## src/rtl/mul_div_unit.sv

```systemverilog
// Iterative RV32M multiply/divide unit: a shift-add multiplier and a restoring divider
// share one 2*N_DATA accumulator, with valid/ready handshakes on operand and result sides.
module mul_div_unit #(
   parameter int N_DATA     = 32,
   parameter int N_REG_ADDR = 5
) (
   input  logic                  clk,
   input  logic                  rst,
   input  logic                  start_valid,
   output logic                  start_ready,
   input  logic [2:0]            funct3,
   input  logic [N_DATA-1:0]     operand_a,
   input  logic [N_DATA-1:0]     operand_b,
   input  logic [N_REG_ADDR-1:0] rd_addr,
   output logic                  result_valid,
   input  logic                  result_ready,
   output logic [N_DATA-1:0]     result,
   output logic [N_REG_ADDR-1:0] result_rd_addr,
   output logic                  busy,
   output logic                  write_enable_3
);

   localparam int N_CNT = $clog2(N_DATA);

   typedef enum logic [1:0] {IDLE, MUL, DIV, DONE} state_t;

   state_t                  r_state;
   state_t                  w_state_next;
   logic [1:0]              r_op_sel;
   logic [N_REG_ADDR-1:0]   r_rd_addr;
   logic [N_CNT-1:0]        r_count;
   logic                    r_special;
   logic                    r_neg;
   logic                    r_neg_rem;
   logic [N_DATA-1:0]       r_operand;
   logic [2*N_DATA-1:0]     r_acc;
   logic [N_DATA-1:0]       r_result;

   logic                    w_is_div;
   logic                    w_a_signed;
   logic                    w_b_signed;
   logic                    w_a_neg;
   logic                    w_b_neg;
   logic [N_DATA-1:0]       w_a_mag;
   logic [N_DATA-1:0]       w_b_mag;
   logic                    w_div_zero;
   logic                    w_overflow;
   logic                    w_special;
   logic [N_DATA-1:0]       w_special_result;
   logic [N_DATA:0]         w_add;
   logic [2*N_DATA-1:0]     w_mul_acc;
   logic [2*N_DATA-1:0]     w_prod;
   logic [N_DATA-1:0]       w_mul_result;
   logic [N_DATA:0]         w_shift;
   logic [N_DATA:0]         w_trial;
   logic [2*N_DATA-1:0]     w_div_acc;
   logic [N_DATA-1:0]       w_quot;
   logic [N_DATA-1:0]       w_rem;
   logic [N_DATA-1:0]       w_div_result;

   // Operand decode: signedness per op, magnitudes, and the early-exit special cases.
   assign w_is_div   = funct3[2];
   assign w_a_signed = w_is_div ? ~funct3[0] : (funct3[1:0] != 2'b11);
   assign w_b_signed = w_is_div ? ~funct3[0] : ~funct3[1];
   assign w_a_neg    = w_a_signed & operand_a[N_DATA-1];
   assign w_b_neg    = w_b_signed & operand_b[N_DATA-1];
   assign w_a_mag    = w_a_neg ? -operand_a : operand_a;
   assign w_b_mag    = w_b_neg ? -operand_b : operand_b;
   assign w_div_zero = w_is_div & (operand_b == '0);
   assign w_overflow = w_is_div & ~funct3[0] & (&operand_b)
                       & (operand_a == {1'b1, {(N_DATA-1){1'b0}}});
   assign w_special  = w_div_zero | w_overflow;
   assign w_special_result = w_div_zero ? (funct3[1] ? operand_a : '1)
                                        : (funct3[1] ? '0 : operand_a);

   // Multiply step: conditionally add the multiplicand into the upper half, then shift right.
   assign w_add     = {1'b0, r_acc[2*N_DATA-1:N_DATA]} + {1'b0, r_operand};
   assign w_mul_acc = r_acc[0] ? {w_add, r_acc[N_DATA-1:1]} : {1'b0, r_acc[2*N_DATA-1:1]};
   assign w_prod    = r_neg ? -w_mul_acc : w_mul_acc;
   assign w_mul_result = (r_op_sel == 2'b00) ? w_prod[N_DATA-1:0] : w_prod[2*N_DATA-1:N_DATA];

   // Divide step: upper half holds the partial remainder, lower half shifts dividend out and quotient in.
   assign w_shift   = r_acc[2*N_DATA-1:N_DATA-1];
   assign w_trial   = w_shift - {1'b0, r_operand};
   assign w_div_acc = w_trial[N_DATA] ? {w_shift[N_DATA-1:0], r_acc[N_DATA-2:0], 1'b0}
                                      : {w_trial[N_DATA-1:0], r_acc[N_DATA-2:0], 1'b1};
   assign w_quot    = w_div_acc[N_DATA-1:0];
   assign w_rem     = w_div_acc[2*N_DATA-1:N_DATA];
   assign w_div_result = r_op_sel[1] ? (r_neg_rem ? -w_rem : w_rem)
                                     : (r_neg ? -w_quot : w_quot);

   // NOTE: sequential state uses non-blocking assignments so every register samples pre-edge values.
   always_ff @(posedge clk or negedge rst) begin
      if (!rst) begin
         r_state <= IDLE;
      end else begin
         r_state <= w_state_next;
      end
   end

   // NOTE: each always_comb assigns its outputs a default first, so no path can infer a latch.
   always_comb begin
      w_state_next = r_state;
      case (r_state)
         IDLE: begin
            // Special cases spend one idle-datapath cycle in DIV so they land in DONE one edge after accept.
            if (start_valid) begin
               w_state_next = (w_is_div || w_special) ? DIV : MUL;
            end
         end
         MUL:     if (r_count == '0) w_state_next = DONE;
         DIV:     if (r_count == '0) w_state_next = DONE;
         DONE:    if (result_ready) w_state_next = IDLE;
         default: w_state_next = IDLE;
      endcase
   end

   always_comb begin
      start_ready    = (r_state == IDLE);
      result_valid   = (r_state == DONE);
      busy           = (r_state != IDLE);
      write_enable_3 = result_valid & result_ready;
   end

   always_ff @(posedge clk or negedge rst) begin
      if (!rst) begin
         r_op_sel  <= '0;
         r_rd_addr <= '0;
         r_count   <= '0;
         r_special <= 1'b0;
         r_neg     <= 1'b0;
         r_neg_rem <= 1'b0;
         r_operand <= '0;
         r_acc     <= '0;
         r_result  <= '0;
      end else begin
         case (r_state)
            IDLE: begin
               if (start_valid) begin
                  r_op_sel  <= funct3[1:0];
                  r_rd_addr <= rd_addr;
                  r_special <= w_special;
                  r_neg     <= w_a_neg ^ w_b_neg;
                  r_neg_rem <= w_a_neg;
                  r_count   <= w_special ? '0 : N_CNT'(N_DATA - 1);
                  if (w_special) r_result <= w_special_result;
                  if (w_is_div) begin
                     r_operand <= w_b_mag;
                     r_acc     <= {{N_DATA{1'b0}}, w_a_mag};
                  end else begin
                     r_operand <= w_a_mag;
                     r_acc     <= {{N_DATA{1'b0}}, w_b_mag};
                  end
               end
            end
            MUL: begin
               r_acc <= w_mul_acc;
               if (r_count != '0) r_count <= r_count - N_CNT'(1);
               else               r_result <= w_mul_result;
            end
            DIV: begin
               if (!r_special) begin
                  r_acc <= w_div_acc;
                  if (r_count != '0) r_count <= r_count - N_CNT'(1);
                  else               r_result <= w_div_result;
               end
            end
            default: ;
         endcase
      end
   end

   assign result         = r_result;
   assign result_rd_addr = r_rd_addr;

endmodule
```

## config.mk

```make
export PLATFORM = sky130hd
export DESIGN_NAME = mul_div_unit
export DESIGN_NICKNAME = d
export VERILOG_FILES = /design/src/rtl/mul_div_unit.sv
export SDC_FILE = /design/constraint.sdc
export NUM_CORES = 1
export LEC_CHECK = 0
export CAP_MARGIN = 10
export CELL_PAD_IN_SITES_DETAIL_PLACEMENT = 0
export CELL_PAD_IN_SITES_GLOBAL_PLACEMENT = 1
export CORE_MARGIN = 10
export CORE_UTILIZATION = 41
export CTS_CLUSTER_SIZE = 25
export DETAILED_ROUTE_END_ITERATION = 8
export GPL_ROUTABILITY_DRIVEN = 0
export GPL_TIMING_DRIVEN = 0
export PLACE_DENSITY = 0.87
export SYNTH_ARGS = -nofsm -noshare
export SYNTH_HDL_FRONTEND = slang
export SYNTH_SLANG_ARGS = --single-unit
```

## constraint.sdc

```tcl
create_clock -name clk -period 5.9 [get_ports clk]
set_input_delay 1.18 -clock clk [delete_from_list [all_inputs] [get_ports clk]]
set_output_delay 1.18 -clock clk [all_outputs]
set_load 0.01 [all_outputs]
```

## Yosys cells after proc, flatten, opt, wreduce, memory -nomap -nowiden

Cells that the tools add are included.

| word-level totals | value |
|---|---|
| register bits after elaboration | 145 |
| input bits | 76 |

| operators by class | value |
|---|---|
| mux-type cells | 35 |
| bitwise operators | 11 |
| $add $sub $neg | 8 |
| reductions and logical operators | 14 |
| equality and inequality tests | 12 |

Operator list:

| kind | count |
|---|---|
| $mux 32 | 16 |
| $mux 64 | 5 |
| $pmux 64 s3 | 1 |
| $neg 32->32 | 4 |
| $pmux 32 s3 | 1 |
| $neg 64->64 | 1 |
| $add 32x32->33 | 1 |
| $sub 33x32->33 | 1 |
| $eq 32x32->1 const B | 1 |
| $logic_not 32->1 | 1 |
| $reduce_and 32->1 | 1 |
| $mux 5 | 4 |
| $pmux 5 s3 | 1 |
| $ne 2x2->1 const B | 5 |
| $mux 2 | 4 |
| $and 1x1->1 | 7 |
| $ne 2x1->1 const B | 3 |
| $pmux 2 s3 | 1 |
| $reduce_and 3->1 | 2 |
| $reduce_and 6->1 | 1 |
| $logic_not 5->1 | 1 |
| $reduce_bool 5->1 | 1 |
| $sub 5x1->5 const B | 1 |
| $eq 2x2->1 const B | 2 |
| other kinds (11) | 14 |

## Logic depth before layout (Yosys ltp)

| logic depth | value |
|---|---|
| depth in word-level cells | 9 |
| mapped depth | 26 |
| depth with buffers taken out | 22 |

## Worst setup path after synthesis

No wires, ideal clock.

| timing | value |
|---|---|
| path type | reg-to-reg |
| start | reg r_acc[31] |
| end | reg r_result[28] (netlist: result[28]) |
| path buffers | 4 |
| setup slack | 0.188 ns |
| library setup time | 0.094 ns |
| arrival | 5.618 ns |
| stages on the path, launching flop included | 27 |
| clock period less this slack | 5.712 ns |
| cell sequence | dfrtp_1 > inv_1 > ha_1 > fa_1 > nand2b_1 > a21oi_1 > o211ai_1 > a211oi_1 > o21ai_0 > and2_1 > buf_2 > clkinv_1 > buf_2 > buf_2 > buf_1 > nor2_1 > a21oi_1 > ha_1 > inv_1 > nor4_1 > nor4b_1 > nand3_1 > a2111oi_2 > a41oi_1 > xor2_1 > o21ai_0 > a211oi_1 |

| on the way | value |
|---|---|
| word-level cells in the longest chain between the ends | 8 |
| elaborated cells on any way between the ends | 15 |
| those cells by class | add/sub: 4; mux: 11 |

RTL lines:

| element | RTL line | text |
|---|---|---|
| from (decl) | 36 | `logic [2*N_DATA-1:0] r_acc;` |
| from (signal assigned) | 149 | `r_acc <= {{N_DATA{1'b0}}, w_a_mag};` |
| from (signal assigned) | 152 | `r_acc <= {{N_DATA{1'b0}}, w_b_mag};` |
| from (signal assigned) | 157 | `r_acc <= w_mul_acc;` |
| $sub 33x32->33 | 84 | `assign w_trial = w_shift - {1'b0, r_operand};` |
| $mux 64 | 85 | `assign w_div_acc = w_trial[N_DATA] ? {w_shift[N_DATA-1:0], r_acc[N_DATA-2:0], 1'b0}` |
| $neg 32->32 (on tied branches) | 90, 89 |  |
| $mux 32 (on tied branches) | 90, 89 |  |
| $mux 32 | 89 | `assign w_div_result = r_op_sel[1] ? (r_neg_rem ? -w_rem : w_rem)` |
| $mux 32 | 164 | `if (r_count != '0) r_count <= r_count - N_CNT'(1);` |
| $mux 32 | 162 | `if (!r_special) begin` |
| $pmux 32 s3 (*) | 137 | `case (r_state)` |
| to (signal assigned) | 146 | `if (w_special) r_result <= w_special_result;` |
| to (signal assigned) | 159 | `else r_result <= w_mul_result;` |
| to (signal assigned) | 165 | `else r_result <= w_div_result;` |
| to (decl) | 37 | `logic [N_DATA-1:0] r_result;` |

Mark *: on every way between the ends. The rest lies on a longest branch, timed or not. The select of a mux whose other input is x is not followed.
A chain may end at the register's enable or synchronous reset.

## Worst setup path in the final report

| timing | value |
|---|---|
| start | reg r_acc[31] |
| end | reg r_result[20] (netlist: result[20]) |

Same word-level chain as after synthesis.

==> impl_metrics.ini <==
[status]
status = complete, no violations

[yosys]
synth_area_per_cell_um2 = 7.19
synthFlopType = dfrtp_1
synthArstFlopShare_pct = 100
netlist_instances = 2494
synth_nets = 2649
syn_area_um2 = 17900
yosysWarnings = 0
ys_seq_area_share_pct = 20.2
synth_seq_cells = 145
ys_types = 98
synth_edf_count = 0

[worst_setup_path]
r2r_end = result[20]$_DFFE_PN0P_
crit_path_end_kind = register
cp.depth = 24
rr_worst_depth = 24
cp_num_buf_inv = 6
arrival_ns = 6.18
start_kind = register
slowest_delay_ns = 0.44
reg2reg_slack_ns = 0.04
setup.worst_path.start = r_acc[31]$_DFFE_PN0P_
r2r_start = r_acc[31]$_DFFE_PN0P_
path_cells = clkinvlp_4 -> ha_1 -> fa_2 -> nand2b_4 -> a21oi_4 -> o211ai_1 -> a211oi_2 -> or3_1 -> and2_1 -> buf_4 -> clkinv_4 -> buf_12 -> buf_6 -> a21oi_2 -> ha_2 -> inv_1 -> nor4_4 -> nor4b_4 -> mux2i_2 -> nor4_2 -> nor2_1 -> xnor2_1 -> a211o_1 -> o211ai_1
crit_path_end = result[20]$_DFFE_PN0P_
cp_max_fo = 19
cp_slowest_cell = dfrtp_2
crit_required_ns = 6.21
cp_top_family = simple AND/OR/NAND/NOR gates
worstSetupPathType = reg2reg
path_common_cell = o211ai_1

[routing]
via_per_inst = 6.69
avgRoutedWirePerCell_um = 26.3
ant_nets = 0
drt_wl_total_um = 84900
drt_iter0_drc = 3374
dr.pass1.iters = 8
dr_total_vias = 21600
drc = 0

[die]
start_util_pct = 41.5
row_count = 76
die_w_um = 229
die_y_um = 229
core_area_um2 = 43200
dieArea_um2 = 52500
boundaryPins = 117

[clock_network]
clockBufferDepth = 2
clock-sinks = 145
cts_hold_buf = 0
clock-root-buffer = clkbuf_16
path_clk_slew_ns = 0.07
cts_tree = done
cts_buffers = 17
htreeDepth = 4
clock_latency_ns = 0.47

[global_routing]
grt_first_pass_wirelength_um = 126000
antenna_found_initial = 0
overflow = 0
grt_pass1_vias = 20600
grt_max_degree = 90
grt_util_all_layers_pct = 30.9

[layout]
drive_above_1_share_pct = 5.90
register_area_um2 = 3640
final_area_um2 = 20700
syn_to_final_growth_pct = 15.6
layout_common_cells = nand2_1 (336), o21ai_0 (230), nor2_1 (206), a21oi_1 (202), clkbuf_1 (145)
multiInputGateArea_um2 = 13400
nFillCells = 4429
layout_commonest_cell = nand2_1
num_antenna_cells = 0
fin_nets = 2784

[timing]
finalHoldViolations = 0
fin_crit_sh_pct = 99.4
slew_viol_final = 0
finalSetupViolations = 0
max_freq_mhz = 171
layout_min_cycle_time_ns = 5.86
tns_ns = 0
maxSlewHeadroom_pct = 29.5
skew_ns = 0.0153
worst_pin_slew_ns = 1.05

[place]
dpl_cell_area_um2 = 19800
port_buffers = 115
dp_hpwl_um = 67200

[flow_run]
cap_violations = 0

[worst_hold_path]
hp-start = result[2]$_DFFE_PN0P_
hp-class = reg2reg
-- cells by family after synthesis --
family          share of synthesized area, %
simple gates                            23.1
compound gates                          31.4
buf+inv                                 5.99
xor+xnor                                9.58
flops                                   20.2
fa+ha+maj                               7.05
mux                                     2.66
-- cells in the mapped netlist, types with 35 or more instances --
| cell type | number | share of area, % |
|---|---|---|
| nand2_1 | 336 | 7.0 |
| o21ai_0 | 232 | 6.5 |
| a21oi_1 | 208 | 5.8 |
| nor2_1 | 206 | 4.3 |
| clkbuf_1 | 151 | 3.2 |
| dfrtp_1 | 145 | 20 |
| xnor2_1 | 119 | 5.8 |
| inv_1 | 91 | 1.9 |
| ha_1 | 77 | 5.4 |
| xor2_1 | 77 | 3.8 |
| nor3_1 | 64 | 1.8 |
| o31ai_1 | 55 | 2.3 |
| nand3_1 | 37 | 1.0 |
| or3_1 | 35 | 1.2 |
-- per-stage QoR --
stage               std cells  setup WS [ns]  hold slack [ns]  utilization, %
floorplan                2494          0.188            0.474               -
global placement         3194          -2.58            0.461            45.9
detailed placement       3195          -2.27            0.467            45.9
CTS                      3230        0.00235            0.481            47.8
global route             3227        -0.0488            0.497            48.0
finish                   3227         0.0365            0.477            48.0
-- sequential cells by signal, indices dropped and copies added (netlist names) --
signal,count
r_op_sel,2
r_operand,32
r_state,2
r_acc,64
r_neg_rem,1
r_count,5
result,32
r_neg,1
result_rd_addr,5
r_special,1
-- worst min-delay path by stage --
stage	cells after the start	to	slack, ns
2_1_floorplan	2	r_special$_DFFE_PN0P_	0.47
3_3_place_gp	1	result[2]$_DFFE_PN0P_	0.46
3_5_place_dp	1	result[2]$_DFFE_PN0P_	0.47
4_1_cts	1	result[8]$_DFFE_PN0P_	0.48
5_1_grt	1	result[0]$_DFFE_PN0P_	0.50
6_report	1	result[2]$_DFFE_PN0P_	0.48
-- area by class of cell --
type                            instances  share of cell area [%]
Buffer                                175                    3.48
Clock buffer                           18                    2.12
Clock inverter                         14                   0.827
Inverter                               93                    1.73
Multi-Input combinational cell       2073                    64.8
Sequential cell                       145                    17.6
Tap cell                              585                    3.53
Timing Repair Buffer                  124                    5.99
-- what timing repair did --
action,4_1_cts,5_1_grt
resized for setup,33,30
pin swaps,4,8
setup endpoints to repair,17,16
buffers inserted,5,3
gates cloned,0,0
-- layer usage --
layer / vias up / track usage [%] / share of wire [%]
li1: 9426 / - / -
met1: 10200 / 37.6 / 38
met2: 1615 / 46.0 / 41
met3: 407 / 10.5 / 13
met4: 0 / 19.4 / 7.7
met5: - / 0 / 0
Power is not shown: default switching activity piles up to over one toggle a cycle in this logic, so the estimate is an artifact.
